`config.mk`:
```
export PLATFORM = sky130hd
export DESIGN_NAME = mnist_layer_sequencer
export DESIGN_NICKNAME = d
export VERILOG_FILES = /design/src/rtl/mnist_layer_sequencer.sv
export SDC_FILE = /design/constraint.sdc
export NUM_CORES = 1
export LEC_CHECK = 0
export ABC_AREA = 1
export BUFFER_PORTS_ARGS = -buffer_cell sky130_fd_sc_hd__buf_2
export CORE_ASPECT_RATIO = 1.4
export CORE_UTILIZATION = 30
export CTS_CLUSTER_DIAMETER = 200
export DETAILED_ROUTE_END_ITERATION = 8
export GPL_TIMING_DRIVEN = 0
export PLACE_DENSITY_LB_ADDON = 0.08
export SYNTH_ARGS = -nofsm -noshare
export SYNTH_HDL_FRONTEND = slang
export SYNTH_SLANG_ARGS = --single-unit
```
`constraint.sdc`:
```
create_clock -name i_CLK -period 2.1 [get_ports i_CLK]
set_clock_uncertainty 0.05 [all_clocks]
set_input_delay 0.315 -clock i_CLK [delete_from_list [all_inputs] [get_ports i_CLK]]
set_output_delay 0.315 -clock i_CLK [all_outputs]
set_load 0.01 [all_outputs]
```
`src/rtl/mnist_layer_sequencer.sv`:
```
// Run sequencer for the MNIST MLP accelerator: issues (image, layer) jobs to the
// shared layer engine, drains each image's class scores into the output buffer, then signals completion.
module mnist_layer_sequencer #(
  parameter int IMGNUM  = 10,
  parameter int NLAYER  = 3,
  parameter int NCLASS  = 10,
  parameter int DW      = 32,
  parameter int AW      = 32,
  parameter int TIMEOUT = 4096,
  localparam int IW     = (IMGNUM > 1) ? $clog2(IMGNUM) : 1,
  localparam int LW     = $clog2(NLAYER) + 1
) (
  input  logic          i_CLK,
  input  logic          i_RST,
  input  logic          i_START,
  output logic          o_BUSY,
  output logic          o_ENG_START,
  output logic [IW-1:0] o_ENG_IMG,
  output logic [LW-1:0] o_ENG_LAYER,
  input  logic          i_ENG_DONE,
  input  logic          i_SCORE_VALID,
  input  logic [DW-1:0] i_SCORE_DATA,
  output logic          o_SCORE_READY,
  output logic          o_OUTBUF_WE,
  output logic [AW-1:0] o_OUTBUF_ADDR,
  output logic [DW-1:0] o_OUTBUF_DATA,
  output logic          o_IRQ_DONE,
  output logic          o_LED_DONE,
  output logic          o_ERR,
  output logic [2:0]    o_DBG_STATE
);

  localparam int KW  = (NCLASS > 1) ? $clog2(NCLASS) : 1;
  localparam int IXW = (IMGNUM * NCLASS > 1) ? $clog2(IMGNUM * NCLASS) : 1;
  localparam int WW  = (TIMEOUT > 0) ? $clog2(TIMEOUT + 1) : 1;
  localparam logic [WW-1:0] TO_LAST = WW'((TIMEOUT > 0) ? TIMEOUT - 1 : 0);

  typedef enum logic [2:0] {
    S_IDLE, S_ISSUE, S_WAIT, S_DRAIN, S_FLUSH, S_DONE
  } state_t;

  state_t          state_q, state_d;
  logic [IW-1:0]   img_q, img_d;
  logic [LW-1:0]   layer_q, layer_d;
  logic [KW-1:0]   k_q, k_d;
  logic [WW-1:0]   wd_q, wd_d;
  logic            we_q, we_d;
  logic [AW-1:0]   addr_q, addr_d;
  logic [DW-1:0]   data_q, data_d;
  logic            led_q, led_d;
  logic            err_q, err_d;
  logic [IXW-1:0]  idx;

  // Score beat handshake: a beat transfers on any cycle where i_SCORE_VALID and
  // o_SCORE_READY are both high; ready is high only in DRAIN, valid may toggle freely.
  assign idx = IXW'(img_q) * IXW'(NCLASS) + IXW'(k_q);

  always_comb begin
    state_d = state_q;
    img_d   = img_q;
    layer_d = layer_q;
    k_d     = k_q;
    wd_d    = wd_q;
    we_d    = 1'b0;
    addr_d  = addr_q;
    data_d  = data_q;
    led_d   = led_q;
    err_d   = err_q;
    case (state_q)
      S_IDLE: begin
        if (i_START) begin
          state_d = S_ISSUE;
          img_d   = '0;
          layer_d = '0;
          k_d     = '0;
          led_d   = 1'b0;
          err_d   = 1'b0;
        end
      end
      S_ISSUE: begin
        wd_d    = '0;
        state_d = S_WAIT;
      end
      S_WAIT: begin
        // A done arriving on the expiry cycle takes priority over the abort.
        if (i_ENG_DONE) begin
          if (layer_q == LW'(NLAYER - 1)) begin
            state_d = S_DRAIN;
            k_d     = '0;
          end else begin
            layer_d = layer_q + 1'b1;
            state_d = S_ISSUE;
          end
        end else if (TIMEOUT != 0) begin
          if (wd_q == TO_LAST) begin
            err_d   = 1'b1;
            state_d = S_DONE;
          end else begin
            wd_d = wd_q + 1'b1;
          end
        end
      end
      S_DRAIN: begin
        if (i_SCORE_VALID) begin
          we_d   = 1'b1;
          addr_d = AW'({idx, 2'b00});
          data_d = i_SCORE_DATA;
          if (k_q == KW'(NCLASS - 1)) begin
            k_d     = '0;
            state_d = S_FLUSH;
          end else begin
            k_d = k_q + 1'b1;
          end
        end
      end
      S_FLUSH: begin
        if (img_q != IW'(IMGNUM - 1)) begin
          img_d   = img_q + 1'b1;
          layer_d = '0;
          state_d = S_ISSUE;
        end else begin
          led_d   = 1'b1;
          state_d = S_DONE;
        end
      end
      S_DONE:  state_d = S_IDLE;
      default: state_d = S_IDLE;
    endcase
  end

  always_ff @(posedge i_CLK) begin
    if (i_RST) begin
      state_q <= S_IDLE;
      img_q   <= '0;
      layer_q <= '0;
      k_q     <= '0;
      wd_q    <= '0;
      we_q    <= 1'b0;
      addr_q  <= '0;
      data_q  <= '0;
      led_q   <= 1'b0;
      err_q   <= 1'b0;
    end else begin
      state_q <= state_d;
      img_q   <= img_d;
      layer_q <= layer_d;
      k_q     <= k_d;
      wd_q    <= wd_d;
      we_q    <= we_d;
      addr_q  <= addr_d;
      data_q  <= data_d;
      led_q   <= led_d;
      err_q   <= err_d;
    end
  end

  assign o_BUSY        = (state_q != S_IDLE);
  assign o_ENG_START   = (state_q == S_ISSUE);
  assign o_ENG_IMG     = img_q;
  assign o_ENG_LAYER   = layer_q;
  assign o_SCORE_READY = (state_q == S_DRAIN);
  assign o_OUTBUF_WE   = we_q;
  assign o_OUTBUF_ADDR = addr_q;
  assign o_OUTBUF_DATA = data_q;
  assign o_IRQ_DONE    = (state_q == S_DONE);
  assign o_LED_DONE    = led_q;
  assign o_ERR         = err_q;
  assign o_DBG_STATE   = state_q;

endmodule

```
# Word-level counts from Yosys, hierarchy flattened
# Index checks and enable logic that the tools add are counted.
[classes]
bitwise_logic = 1
n_mul = 1
n_reduce_logical = 16
n_addsub = 5
eq_ne = 21
muxes = 31
[op_table]
columns = ["operator", "count"]
rows = [
  ["$mux W3", 10],
  ["$mux W13", 2],
  ["$pmux W13 S2", 1],
  ["$mux W4", 6],
  ["$ne A2 B2 Y1 const B", 10],
  ["$pmux W3 S5", 1],
  ["$add A13 B1 Y13 const B", 1],
  ["$eq A13 B12 Y1 const B", 1],
  ["$pmux W4 S3", 1],
  ["$reduce_and A5 Y1", 2],
  ["$eq A3 B2 Y1 const B", 3],
  ["$pmux W3 S3", 1],
  ["$reduce_and A3 Y1", 3],
  ["$reduce_bool A3 Y1", 3],
  ["$add A4 B1 Y4 const B", 2],
  ["$pmux W4 S2", 1],
  ["$reduce_and A4 Y1", 2],
  ["$add A7 B4 Y7", 1],
  ["$eq A3 B3 Y1 const B", 2],
  ["$mul A4 B3 Y6 const B", 1],
  ["$reduce_bool A2 Y1", 3],
  ["$mux W1", 5],
  ["$eq A4 B4 Y1 const B", 1],
  ["$ne A4 B4 Y1 const B", 1],
  ["other kinds (10)", 11],
]
[word_totals]
ff_bits = 69
in_bits = 37
out_inout_bits = 81
wordCells = 85

# Longest topological paths before layout
# Gate-level depths: netlist (run 1).
[logic_depth]
word_depth = 4
mapped_depth = 10
mapped_depth_nobuf = 10

# Worst setup path after synthesis (run 1)
# No wires, ideal clock.
[synth_timing]
path_kind = "reg2reg"
start = "reg img_q[1], in the netlist o_ENG_IMG[1]"
end = "reg addr_q[8], in the netlist o_OUTBUF_ADDR[8]"
slack_ns = 0.152
t_required_ns = 1.937
setup_time_ns = 0.113
path_buffers = 0
stages_incl_launch_ff = 9
synth_period_minus_slack_ns = 1.948
t_arrival_ns = 1.785
cell_sequence = "dfxtp_1 ha_1 ha_1 fa_1 nand2_1 inv_1 a21oi_1 o21ai_1 inv_1"
[synth_via]
elab_chain_len = 2
[synth_lines]
columns = ["element", "line_no", "rtl"]
rows = [
  ["from (decl)", "43", "logic [IW-1:0] img_q, img_d;"],
  ["from (signal assigned)", "145", "img_q <= img_d;"],
  ["$mul A4 B3 Y6", "56", "assign idx = IXW'(img_q) * IXW'(NCLASS) + IXW'(k_q);"],
  ["$add A7 B4 Y7", "56", ""],
  ["to (signal assigned)", "150", "addr_q <= addr_d;"],
  ["to (decl)", "48", "logic [AW-1:0] addr_q, addr_d;"],
]
# No other way between the ends.
# A chain may end at the register's enable or synchronous reset.

# Worst setup path in the final report (run 1)
# Same ends and word-level chain as after synthesis.

==> out/results.ini, run 1 <==
[status]
status=complete, no violations

[synth]
ys_warn_count=0
synth_ff_type=dfxtp_1
avgSynthCellArea_sq_um=7.088
async_flop_share_pct=0
synthCells=505
synth_seq_cells=69
yosys.cell_count.top_type=nand2_1
synth_common_cells=nand2_1 (146), dfxtp_1 (69), a21oi_1 (57)
synth_area_leader_cell=dfxtp_1
synth_top_area_share_pct=38.59
mappedNetlistArea_sq_mm=0.003580
synth_area_leaders=dfxtp_1 (39%), nand2_1 (15%), a21oi_1 (8.0%)
synth_edf_count=0
synth_cell_types=30
ys_seq_area_share_pct=38.59

[flow_run]
maxCapViolCount=0

[worst_setup_path]
timing.rr.start=o_ENG_IMG[1]
r2r_cells=8
cp.arrival_ns=2.09
startpoint_type=register
critPathKind=register to register
ff2ff_setup_slack_ns=0.18
crit_required_ns=2.27
crit-reg2reg-capture=o_OUTBUF_ADDR[8]
critPathCaptureType=register
crit_path_max_fanout=7

[cells_and_area]
n_fill_cell=1261
areaGrowthSynthToFinish_pct=29.50
finalNonFillerCells=780
antenna_cells=0
regArea_sq_mm=0.001386
num-nets-final=683
multiInputGateArea_sq_mm=0.001815
drive_gt1_share_pct=25.94

[global_routing]
use_met1_pct=16.88
use_met3_pct=4.514
antenna_found_initial=0
track_usage_pct=15.36
overflow=0
grtUsageMet2_pct=27.66
grt_pass1_vias=3220
grt_max_degree=13
busiest_layer=met2
grt_pass1_wl_um=15010

[drt]
first_iter_violations=112
drc=0
vias=3417
ant_nets=0
avgRoutedWirePerCell_um=11.71
wirelength_um=9135
vias_per_cell=4.381
first_pass_iters=4

[worst_hold_path]
min_delay_path_depth=3
hp-start=i_SCORE_DATA[1]
hp-class=input port to register
min_to=o_OUTBUF_DATA[1]

[placed_design]
pre_cts_ws_ns=0.07040
dp_hpwl_um=7191
io_buffers=91
gp_congestion=0.8068
dpl.cell_count=764

[sta]
worst_slack_ns=0.1823
fin_crit_ns=1.918
fmax_mhz=521.5
rsz0062_at_grt=false
maxSlewViolCount=0
finalSetupTns_ns=0
setup_viol=0
fin_crit_sh_pct=91.32
max_slew_margin_pct=62.65
tightest_slew_ns=0.5603
timing_hold_violations_final=0

[die]
core.rowCount=46
fp.dieH_um=131.3
die_x_um=94.32
dieArea_sq_mm=0.01238
io_pins=118
core-area_sq_mm=0.01145
floorplan.initialDensity_pct=31.25

[cts]
cts_buffers=9
ctsHoldBuffers=0
worstSkewPairLatency_ns=0.33
cts.sinks=69
root_buffer=clkbuf_16
tritoncts=built
cts_buffer_depth=2
clkTransAtPathRegs_ns=0.06
htree_levels=3

[pwr]
p_per_area_mw_per_mm2=865.8
p_leak_nw=2.214
vdd_ir_drop_max_mv=0.4168
total_power_w=0.004014

## sequential cells by signal, indices dropped and copies added, names as in the netlist
name,count
k_q,4
o_ENG_IMG,4
o_ERR,1
o_LED_DONE,1
o_ENG_LAYER,3
o_DBG_STATE,3
wd_q,13
o_OUTBUF_DATA,32
o_OUTBUF_WE,1
o_OUTBUF_ADDR,7
## cell type report
cell class | count | area share [%]
plain buffers | 43 | 6.451
multi-input cells | 371 | 39.16
repair buffers | 91 | 9.825
clock inverters | 6 | 1.862
well taps | 144 | 3.887
clock buffers | 10 | 5.155
inverters | 46 | 3.752
flip-flops and latches | 69 | 29.91
## cell usage in the layout, fill, tap and decap left out, drive strengths merged, types with 5 or more instances in the layout
cell type	Yosys	routed
nor2	46	46
conb	1	25
clkbuf	8	18
nor3	8	8
clkinv	2	5
dfxtp	69	69
nand3	33	33
a21oi	57	57
ha	13	13
o21ai	12	12
nand2	156	156
inv	44	44
buf	35	126
## where the power goes
part           switching (W)  total [W]  internal, W
registers           0.000104    0.00150      0.00140
logic               0.000546   0.000869     0.000324
clock network       0.000573    0.00164      0.00107
## worst max path at each step
stage | start | endpoint | slack, ns | cells past startpoint
after global placement | o_ENG_IMG[1] | o_OUTBUF_ADDR[8] | 0.09 | 8
after CTS | o_ENG_IMG[1] | o_OUTBUF_ADDR[8] | 0.05 | 8
after global routing | o_ENG_IMG[1] | o_OUTBUF_ADDR[8] | 0.0008 | 8
after detailed placement | o_ENG_IMG[1] | o_OUTBUF_ADDR[8] | 0.07 | 8
final | o_ENG_IMG[1] | o_OUTBUF_ADDR[8] | 0.18 | 8
after floorplan | o_ENG_IMG[1] | o_OUTBUF_ADDR[8] | 0.15 | 8
## kinds of logic after synthesis
logic type / count (synthesis) / share of synthesized area [%]
other cells: 1 / 0.1048
xor+xnor: 8 / 1.957
fa+ha+maj: 15 / 5.663
buf+inv: 89 / 13.21
flops: 69 / 38.59
compound gates: 76 / 11.18
simple gates: 247 / 29.29
## worst max-delay path, stage by stage (launching register included)
cell	delay (ns)
dfxtp_4	0.37
ha_1	0.29
ha_1	0.21
fa_1	0.52
nand2_1	0.06
inv_1	0.06
a21oi_1	0.06
o21ai_1	0.13
inv_1	0.05
## stage by stage
stage | cell area (sq um) | util [%] | hold WS, ns
final | 4636 | 40.47 | 0.1750
after global routing | 4636 | 40.47 | 0.1781
after CTS | 4631 | 40.43 | 0.1703
after detailed placement | 4305 | 37.59 | 0.4017
after global placement | 4305 | 37.59 | 0.3930
after floorplan | 3670 | - | 0.3852
## layer usage
layer / wire, um / share of wire (%) / vias up
met1: 3673 / 40 / 1523
met3: 531 / 5.8 / 9
met4: 92 / 1.0 / 0
met5: 0 / 0 / -
li1: - / - / 1804
met2: 4837 / 53 / 81
## what timing repair did
| item | in CTS | in global routing |
|---|---|---|
| resized for setup | 0 | 3 |
| setup endpoints to repair | 0 | 1 |
| setup buffers | 0 | 0 |
No activity file was read; power rests on OpenSTA's default activity.
==> inputs of run 2 (changes only) <==
--- a/config.mk
+++ b/config.mk
@@ -12,7 +12,9 @@
 export CTS_CLUSTER_DIAMETER = 200
 export DETAILED_ROUTE_END_ITERATION = 8
 export GPL_TIMING_DRIVEN = 0
+export MAX_ROUTING_LAYER = met4
 export PLACE_DENSITY_LB_ADDON = 0.08
+export RECOVER_POWER = 50
 export SYNTH_ARGS = -nofsm -noshare
 export SYNTH_HDL_FRONTEND = slang
 export SYNTH_SLANG_ARGS = --single-unit
==> constraint.sdc (replaced) <==
create_clock -name i_CLK -period 1.54 [get_ports i_CLK]
set_clock_uncertainty 0.05 [all_clocks]
set_input_delay 0.231 -clock i_CLK [delete_from_list [all_inputs] [get_ports i_CLK]]
set_output_delay 0.231 -clock i_CLK [all_outputs]
set_load 0.01 [all_outputs]
==> run 2 against run 1 <==
  * The run now ends with negative setup slack left
  * Routed wire length increased by 7.0%
  * Largest cell class unchanged
  * Hold slack got worse by 0.083 ns
  * Maximum frequency increased by 8.0%
  * Worst setup slack got worse by 0.42 ns
  * Combinational power increased by 66%
  * Register-to-register slack got worse by 0.42 ns
  * Total power increased by 40%
  * Count of clock-buffer cells in the layout unchanged
  * Sequential power increased by 37%
  * Sequential cell count unchanged
  * Via count increased by 3.5%
  * Critical path depth increased by 1
==> out/results.ini, run 2 (same netlist as run 1, synthesis figures left out) <==
[cells_and_area]
layout_common_cells=nand2_1 (139), dfxtp_1 (54), a21oi_1 (53)
n_fill_cell=1231  ; -2.4%
areaGrowthSynthToFinish_pct=40.89
multiInputGateArea_sq_mm=0.002087  ; +15%
antenna_cells=0  ; unchanged
design_area_sq_mm=0.005044  ; +8.8%
num-nets-final=702  ; +2.8%
finalNonFillerCells=799  ; +2.4%
largest_register_ffs=32  ; unchanged
final_common_cell=nand2_1
regArea_sq_mm=0.001420  ; +2.4%
drive_gt1_share_pct=29.47  ; +3.5 points

[drt]
wirelength_um=9776  ; +7.0%
drc=0  ; unchanged
vias_per_cell=4.428  ; +1.1%
first_iter_violations=85  ; -24%
ant_nets=0  ; unchanged
vias=3538  ; +3.5%
first_pass_iters=4  ; unchanged
avgRoutedWirePerCell_um=12.24  ; +4.5%

[global_routing]
grt_pass1_vias=3424  ; +6.3%
grt_max_degree=14  ; +1
overflow=0  ; unchanged
antenna_found_initial=0  ; unchanged
grt_pass1_wl_um=15970  ; +6.4%
track_usage_pct=16.83  ; +1.5 points

[sta]
hold_slack_ns=0.09234  ; -0.08270 ns
rsz0062_at_grt=true
fin_crit_ns=1.776  ; -0.1419 ns
fmax_mhz=563.1  ; +8.0%
maxSlewViolCount=0  ; unchanged
worst_slack_ns=-0.2358  ; -0.4181 ns
setup_viol=2  ; +2
tightest_slew_ns=0.6406  ; +0.08034 ns
timing_hold_violations_final=0  ; unchanged
max_slew_margin_pct=57.29  ; -5.4 points
fin_crit_sh_pct=115.3  ; +24 points

[placed_design]
dp_hpwl_um=7232  ; +0.56%
dpl.cell_count=764  ; unchanged
pre_cts_ws_ns=-0.2929  ; -0.3633 ns
io_buffers=91  ; unchanged
placed_cell_area_sq_mm=0.004360  ; +1.3%
gp_congestion=0.8074  ; about the same

[worst_setup_path]
crit_path_max_fanout=2  ; -5
crit_required_ns=1.72  ; -0.55 ns
critical_path.max_stage_delay_ns=0.48  ; -0.04 ns
crit_chain=ha_4 > ha_4 > fa_1 > nand2_1 > inv_2 > nand3_1 > nand2_1 > o21ai_1 > inv_1
startpoint_type=register
critPathKind=register to register
crit_start=o_ENG_IMG[1]
ff2ff_setup_slack_ns=-0.24  ; -0.42 ns
timing.rr.start=o_ENG_IMG[1]
critPathSlowestCell=fa_1
critPathCaptureType=register
cp.arrival_ns=1.95  ; -0.14 ns

[status]
status=finished, violations left
violations=negative setup slack

[cts]
cts_buffer_depth=2  ; unchanged
worstSkewPairLatency_ns=0.33  ; about the same
htree_levels=3  ; unchanged
clkTransAtPathRegs_ns=0.06  ; about the same
cts_buffers=9  ; unchanged
cts.sinks=69  ; unchanged
tritoncts=built
root_buffer=clkbuf_16

[worst_hold_path]
hp-start=i_SCORE_DATA[6]
hp-class=input port to register

[die]
core-area_sq_mm=0.01145  ; unchanged
fp.dieH_um=131.3  ; unchanged
core.rowCount=46  ; unchanged
floorplan.initialDensity_pct=31.25  ; unchanged
dieArea_sq_mm=0.01238  ; unchanged
io_pins=118  ; unchanged
die_x_um=94.32  ; unchanged

[flow_run]
maxCapViolCount=0  ; unchanged

[pwr]
vdd_ir_drop_max_mv=0.9457  ; +130%
p_leak_nw=2.138  ; -3.5%
p_per_area_mw_per_mm2=1115  ; +29%
total_power_w=0.005621  ; +40%

==> run 2: changes by cell type in the layout (fill, tap and decap cells not counted), moves of 8 or more <==
cell	change
ha_1	-8
buf_4	+14
buf_2	-43
clkbuf_1	+41
ha_4	+8
dfxtp_1	-13
==> run 2: metrics by stage <==
step / setup TNS (ns) / util, %
3_5_place_dp: -3.408 / 38.07
2_1_floorplan: -0.3451 / -
5_1_grt: -1.132 / 44.04
6_report: -0.3863 / 44.04
3_3_place_gp: -3.657 / 38.07
4_1_cts: -0.4176 / 42.31
==> run 2: power breakdown <==
part	internal (W)	total [W]	switching (W)
registers	0.00191	0.00205	0.000140
logic	0.000577	0.00144	0.000867
clock network	0.00131	0.00212	0.000816
total	0.00380	0.00562	0.00182
==> run 2: critical path, delay by kind of cell, from the launching register on <==
kind	cells	cell delay [ns]
fa+ha+maj	3	0.87
flops	1	0.35
simple gates	3	0.22
compound gates	1	0.11
buf+inv	2	0.08
==> run 2: area by class of cell <==
type,instances,area share (%)
multi-input combinational,371,41.38
sequential,69,28.16
timing repair buffer,110,11.11
buffer,43,6.078
clock buffer,10,4.738
tap,144,3.572
inverter,46,3.548
clock inverter,6,1.414
==> run 2: routing by layer <==
metal	vias up	GRT usage [%]	part of all wire, %
met3	9	3.356	4.3
li1	1845	-	-
met2	81	30.72	55
met1	1603	17.83	39
met5	-	-	0
met4	0	4.872	1.3
==> run 2: repair_timing <==
item / CTS / global route
gates cloned: 1 / 0
pin swaps: 10 / 15
setup buffers: 5 / 13
hold buffers: 0 / 0
gates resized for setup: 34 / 45
setup endpoints to repair: 59 / 68
==> run 2: final timing paths <==
check,endpoint,cells after the start
worst min-delay path,o_OUTBUF_DATA[6],3
worst max-delay path,o_OUTBUF_ADDR[8],9
worst min register to register,o_ERR,2
worst max register to register,o_OUTBUF_ADDR[8],9
